## config.mk

```make
export PLATFORM = sky130hd
export DESIGN_NAME = interval_timer_ctrl
export DESIGN_NICKNAME = d
export VERILOG_FILES = /design/src/rtl/interval_timer_pkg.sv /design/src/rtl/counter_core.sv /design/src/rtl/interval_timer_ctrl.sv
export SDC_FILE = /design/constraint.sdc
export NUM_CORES = 1
export LEC_CHECK = 0
export BUFFER_PORTS_ARGS = -buffer_cell sky130_fd_sc_hd__buf_2
export CORE_AREA = 2 2 39 41
export CTS_CLUSTER_SIZE = 28
export DETAILED_ROUTE_END_ITERATION = 10
export DIE_AREA = 0 0 41 43
export GPL_TIMING_DRIVEN = 0
export HOLD_SLACK_MARGIN = 0.12
export PLACE_DENSITY = 0.7
export REMOVE_ABC_BUFFERS = 1
export SKIP_CTS_REPAIR_TIMING = 1
export SYNTH_ARGS = -nofsm -noshare
export SYNTH_HDL_FRONTEND = slang
export SYNTH_SLANG_ARGS = --single-unit
```

## constraint.sdc

```tcl
create_clock -name clk -period 2.55 [get_ports clk]
set_input_delay 0.6375 -clock clk [delete_from_list [all_inputs] [get_ports clk]]
set_output_delay 0.6375 -clock clk [all_outputs]
set_load 0.01 [all_outputs]
```

## src/rtl/interval_timer_pkg.sv

```systemverilog
// rtl/interval_timer_pkg.sv - shared types and defaults for the interval timer controller
//
// Purpose : FSM state encoding and default counter width used by the
//           interval timer controller and its counter datapath.
// Contents: NUM_BITS_DEFAULT - default counter/limit width
//           state_t          - ST_IDLE / ST_RUN / ST_PAUSED
package interval_timer_pkg;

    localparam int NUM_BITS_DEFAULT = 4;

    typedef enum logic [1:0] {
        ST_IDLE   = 2'd0,
        ST_RUN    = 2'd1,
        ST_PAUSED = 2'd2
    } state_t;

endpackage

```

## src/rtl/counter_core.sv

```systemverilog
// rtl/counter_core.sv - binary up-counter with synchronous clear and enable
//
// Purpose : NUM_BITS-wide counter stepped by the interval timer controller.
// Ports   : clk   - clock, all logic on posedge
//           reset - synchronous active-high reset, value -> 0
//           en    - count up by one this edge
//           clr   - force value to 0 this edge (wins over en)
//           value - current count (registered)
module counter_core #(
    parameter int NUM_BITS = 4
) (
    input  logic                clk,
    input  logic                reset,
    input  logic                en,
    input  logic                clr,
    output logic [NUM_BITS-1:0] value
);

    always_ff @(posedge clk) begin
        if (reset || clr) begin
            value <= '0;
        end else if (en) begin
            value <= value + NUM_BITS'(1);
        end
    end

endmodule

```

## src/rtl/interval_timer_ctrl.sv

```systemverilog
// rtl/interval_timer_ctrl.sv - programmable one-shot/periodic interval timer controller
//
// Purpose : Sequences counter_core as an interval timer. start latches the
//           terminal value and mode, hold pauses, abort stops. A one-cycle
//           expire pulse marks each terminal count.
// Ports   : clk      - clock, all logic on posedge
//           reset    - synchronous active-high reset
//           start    - start/restart strobe, latches limit and periodic
//           abort    - stop immediately and return to idle
//           hold     - level, freezes counting while running
//           periodic - mode sampled with start: 1 auto-reload, 0 one-shot
//           limit    - terminal count, sampled with start
//           count    - current counter value (registered)
//           busy     - high while running or paused (registered)
//           expire   - one-cycle pulse on terminal count (registered)
module interval_timer_ctrl
    import interval_timer_pkg::*;
#(
    parameter int NUM_BITS = NUM_BITS_DEFAULT
) (
    input  logic                clk,
    input  logic                reset,
    input  logic                start,
    input  logic                abort,
    input  logic                hold,
    input  logic                periodic,
    input  logic [NUM_BITS-1:0] limit,
    output logic [NUM_BITS-1:0] count,
    output logic                busy,
    output logic                expire
);

    state_t              state;
    logic [NUM_BITS-1:0] limit_q;
    logic                mode_q;
    logic                terminal;
    logic                run_step;
    logic                cnt_en;
    logic                cnt_clr;

    assign terminal = (count == limit_q);

    // A counting edge is one spent in RUN with hold low; the resume edge out
    // of PAUSED is deliberately not one of them.
    assign run_step = (state == ST_RUN) && !hold;

    // The terminal edge clears instead of incrementing, so the counter never
    // relies on natural overflow, even with limit_q at full range.
    assign cnt_en  = run_step && !terminal;
    assign cnt_clr = abort || start || (run_step && terminal);

    counter_core #(
        .NUM_BITS (NUM_BITS)
    ) u_counter (
        .clk   (clk),
        .reset (reset),
        .en    (cnt_en),
        .clr   (cnt_clr),
        .value (count)
    );

    always_ff @(posedge clk) begin
        if (reset) begin
            state   <= ST_IDLE;
            busy    <= 1'b0;
            expire  <= 1'b0;
            limit_q <= '0;
            mode_q  <= 1'b0;
        end else if (abort) begin
            state  <= ST_IDLE;
            busy   <= 1'b0;
            expire <= 1'b0;
        end else if (start) begin
            // Restart wins over a terminal edge, so no expire is issued here.
            state   <= ST_RUN;
            busy    <= 1'b1;
            expire  <= 1'b0;
            limit_q <= limit;
            mode_q  <= periodic;
        end else begin
            expire <= 1'b0;
            case (state)
                ST_IDLE: begin
                    busy <= 1'b0;
                end
                ST_RUN: begin
                    if (hold) begin
                        state <= ST_PAUSED;
                    end else if (terminal) begin
                        expire <= 1'b1;
                        if (!mode_q) begin
                            state <= ST_IDLE;
                            busy  <= 1'b0;
                        end
                    end
                end
                ST_PAUSED: begin
                    if (!hold) begin
                        state <= ST_RUN;
                    end
                end
                default: begin
                    state <= ST_IDLE;
                    busy  <= 1'b0;
                end
            endcase
        end
    end

endmodule

```

; ---- Word-level counts from Yosys, hierarchy flattened
; Index checks and enable logic that the tools add are counted.
[classes]
eq_ne = 14
n_bitwise = 3
n_reduce_logical = 16
addsub = 1
n_mux = 12
[op_table]
columns = operator, count
row1 = $ne 3x3->1 const B, 6
row2 = $reduce_and 4->1, 3
row3 = $mux 2, 4
row4 = $ne 4x4->1 const B, 2
row5 = $mux 1, 6
row6 = $ne 2x2->1 const B, 3
row7 = $pmux 2 s3, 1
row8 = $reduce_or 5->1, 1
row9 = $add 4x1->4 const B, 1
row10 = $eq 4x4->1, 1
row11 = $logic_and 1x1->1, 3
row12 = $logic_or 1x1->1, 3
row13 = $not 1->1, 3
row14 = $reduce_or 3->1, 1
row15 = $eq 2x1->1 const B, 1
row16 = $eq 2x2->1 const B, 1
row17 = $logic_not 1->1, 2
row18 = $logic_not 2->1, 1
row19 = $pmux 1 s2, 1
row20 = $reduce_and 2->1, 1
row21 = $reduce_or 2->1, 1
[totals]
reg_bits = 13
input_bits = 10

; ---- Longest topological paths before layout
[logic_depth]
ltp_word = 5
mapped_depth = 5
mapped_depth_nobuf = 4

; ---- Hierarchy
; A second synthesis with hierarchy kept.
[hier_totals]
cells_unflattened = 60
hier_area_um2 = 608.1
[by_module_without_submodules]
columns = module, seq_area_each_um2, area_each_um2, instances, cells_each
row1 = interval_timer_ctrl, 180.2, 430.4, 1, 43
row2 = counter_core, 80.1, 177.7, 1, 17

; ---- Worst setup path before layout
; No wires, ideal clock.
[synth_timing]
path_kind = input to register
startpoint = input hold
endpoint = register u_counter.value[0]
setup_time_ns = 0.066
stages = 5
t_arrival_ns = 1.357
n_path_buf = 1
required_ns = 2.484
slack_ns = 1.127
cell_sequence = or3b_1 buf_2 nor2_2 nand2_1 a21oi_2
[synth_via]
elab_chain_cells = 5
elab_cells_between_ends = 6
cone_classes = 6 x reduce/logical
[synth_lines]
columns = item, line_no
row1 = from (decl), interval_timer_ctrl.sv:25  ; input logic hold,
row2 = $logic_not 1->1 *, n/a
row3 = $logic_and 1x1->1 *, interval_timer_ctrl.sv:45  ; assign run_step = (state == ST_RUN) && !hold;
row4 = $logic_and 1x1->1, interval_timer_ctrl.sv:50  ; assign cnt_clr = abort || start || (run_step && terminal);
row5 = $logic_or 1x1->1, interval_timer_ctrl.sv:50
row6 = $logic_or 1x1->1, counter_core.sv:20  ; if (reset || clr) begin
row7 = to (signal assigned), counter_core.sv:23  ; value <= value + NUM_BITS'(1);
row8 = to (decl), counter_core.sv:16  ; output logic [NUM_BITS-1:0] value
; Mark *: on every way between the ends. The rest lies on a longest branch, timed or not.
; A chain may end at the register's enable or synchronous reset.

; ---- Final worst setup path
[layout_timing]
startpoint = register u_counter.value[0]
endpoint = output count[0]
[layout_lines]
columns = item, line_no
row1 = to (decl), interval_timer_ctrl.sv:28  ; output logic [NUM_BITS-1:0] count,
; No word-level cell between the ends.

==> out/results.txt <==
Crit path required time - 1.91 ns
clock sink count - 13
GRT busiest layer - met1
cts bufs inserted - 3
Final TNS setup - 0 ns
largest net degree at the start of global routing - 10
dpl hpwl - 872.3 µm
P_leak - 0.3001 nW
initial antenna violation count - 0
Synth async-reset ratio - 0
mux cell area share after synthesis - 0.07828
Setup Skew - 0.001931 ns
vias after detailed routing - 508
max incr delay on CP - 0.46 ns
fill count - 136
vias per cell - 5.131
worst min path class - reg2reg
critical path peak fanout - 6
power per cell area - 524.6 nW/µm²
hold path startpoint - u_counter.value[1]$_SDFFE_PP0P_
kind of critical path - reg2out
Synth Area in Simple Gates - 0.2955
Die W - 41 µm
IO Count - 16
Root Buffer - clkbuf_4
met1 GRT Util - 0.2164
drt first pass iters - 2
nets - 95
Max-Cap Viols - 0
final worst hold slack - 0.5240 ns
Netlist cell types - 29
crit path DAT - 0.90 ns
Slew headroom - 0.6495
crit path cell chain - buf_2
met2 Use GR - 0.2156
Min Clock Period, post-route - 1.541 ns
RSZ-0062 raised after global routing - false
Synth Area in Compound Gates - 0.09785
Hold Fails Final Rpt - 0
largest family of logic cells by synthesized area - simple AND/OR/NAND/NOR gates
Synth Warn # - 0
first-pass GRT wire length - 1869 µm
Worst Tran Pin Value - 0.5246 ns
Synth Instances - 68
r2r worst-path depth - 4
drt first-iter violations - 6
register bit count reported by yosys - 13
Area Overhead vs Synth - 14.87%
Slowest cell on crit path - dfxtp_1
EDFF count, synth - 0
worst r2r src - u_counter.value[0]$_SDFFE_PP0P_
Max rail drop VDD - 0.2597 mV
placed cells - 95
Die Ht - 43 µm
fin cells - 99
Reg clk slew, reported paths - 0.08 ns
CP endpoint kind - output pin
die area - 1763 µm²
R2R Setup Slk - 1.30 ns
Reg-to-Reg End - busy$_SDFFE_PP0P_
Buf/Inv on CP - 1
# rows - 14
Slew Limit Fails - 0
Core Region - 1384 µm²
Initial Util - 0.4620
synthesized cell area - 639.4 µm²
drt wl/cell - 11.39 µm
GRT overflow - 0
XOR/XNOR share of the synthesized area - 0.05479
Syn Area/Cell - 9.402 µm²
status - complete, no violations
total track usage - 0.1606
crit start category - flop
Antenna Cells - 0
CTS Buffer Depth - 2
Post-Synth Adder-Cell Area - 0.01957
Routed WL - 1128 µm
sequential share of the synthesized area - 0.4070
ANT nets after route - 0
CTS tree - built
worst hold path endpoint - u_counter.value[1]$_SDFFE_PP0P_
H-tree depth - 1
Primary FF master, synth - dfxtp_1
Worst path depth - 1
Placer Congestion - 0.7157
number of global-route vias before repair - 457
Port Buffer Count - 15
Crit path max-delay family - flip-flops
WHS Path Cells - 2
final setup fails - 0
drt drc - 0
Highest Clock Rate - 0.6489 GHz
share of layout cells above drive strength 1 - 0.3012
clk_lat worst skew - 0.27 ns
met3 Usage GRT - 0.03141
Final period util - 0.6044
==> through the flow <==
| stage | power (mW) | setup WS, ns | utilization | instance area (µm²) |
|---|---|---|---|---|
| 2_1_floorplan | 0.2462 | 1.146 | - | 613.1 |
| 3_3_place_gp | 0.2614 | 0.9206 | 0.5118 | 708.2 |
| 3_5_place_dp | 0.2629 | 0.9124 | 0.5118 | 708.2 |
| 4_1_cts | 0.3891 | 0.9957 | 0.5307 | 734.5 |
| 5_1_grt | 0.4038 | 0.9565 | 0.5307 | 734.5 |
| 6_report | 0.3853 | 1.009 | 0.5307 | 734.5 |
==> cell usage in the layout, fill, tap and decap left out, drive strengths merged, types with 2 or more instances in the layout <==
cell    count
buf        15
dfxtp      13
nor2        8
nand2       6
mux2i       5
xnor2       4
nand3       4
a21oi       4
clkbuf      4
and2b       2
a31oi       2
nor3        2
==> area by class of cell <==
class                           count  area (µm²)  area share
Sequential cell                    13       260.3      0.3543
Tap cell                           16       20.02     0.02726
Inverter                            1       3.754    0.005111
Clock buffer                        4       26.28     0.03578
Multi-Input combinational cell     50       349.1      0.4753
Timing Repair Buffer               15       75.07      0.1022
==> metal layers <==
metal | wire [µm] | up-vias
met5 | 0 | -
met3 | 52 | 2
met2 | 528 | 10
met4 | 18 | 0
li1 | - | 265
met1 | 529 | 231
==> worst register-to-register path, delay by kind of cell, from the launching register on <==
family,cells,cell delay [ns]
XOR/XNOR,1,0.28
flip-flops,1,0.38
AND/OR/NAND/NOR,3,0.49
==> cells in the mapped netlist, types with 2 or more instances <==
cell type / number / share of area
a21oi_1: 3 / 0.023
a31oi_1: 2 / 0.020
and2b_1: 2 / 0.023
buf_2: 3 / 0.023
dfxtp_1: 13 / 0.41
mux2i_1: 5 / 0.078
nand2_1: 6 / 0.035
nand3_1: 4 / 0.031
nor2_1: 7 / 0.041
xnor2_1: 4 / 0.055
==> sequential cells by signal, indices dropped and copies added, names as in the netlist <==
register / count
mode_q: 1
busy: 1
limit_q: 4
expire: 1
state: 2
u_counter.value: 4
==> report_power, final <==
group	total [mW]	switching, mW	internal (mW)
clock network	0.128	0.0675	0.0605
logic	0.0453	0.0246	0.0207
registers	0.212	0.00368	0.208
==> kinds of logic (layout without fill, tap and decap cells) <==
| group | after synthesis | in the layout |
|---|---|---|
| xor+xnor | 4 | 4 |
| mux | 5 | 5 |
| flops | 13 | 13 |
| simple gates | 31 | 31 |
| fa+ha+maj | 1 | 1 |
| compound gates | 9 | 9 |
| buf+inv | 5 | 20 |
==> worst max-delay path by stage <==
stage	slack [ns]	from	endpoint
floorplan	1.15	start	limit_q[0]$_SDFFE_PP0P_
global placement	0.92	start	mode_q$_SDFFE_PP0P_
detailed placement	0.91	start	limit_q[3]$_SDFFE_PP0P_
CTS	1.0	u_counter.value[0]$_SDFFE_PP0P_	count[0]
global route	0.96	u_counter.value[0]$_SDFFE_PP0P_	count[0]
finish	1.01	u_counter.value[0]$_SDFFE_PP0P_	count[0]
Note: power is estimated with default switching activity, not from simulation.
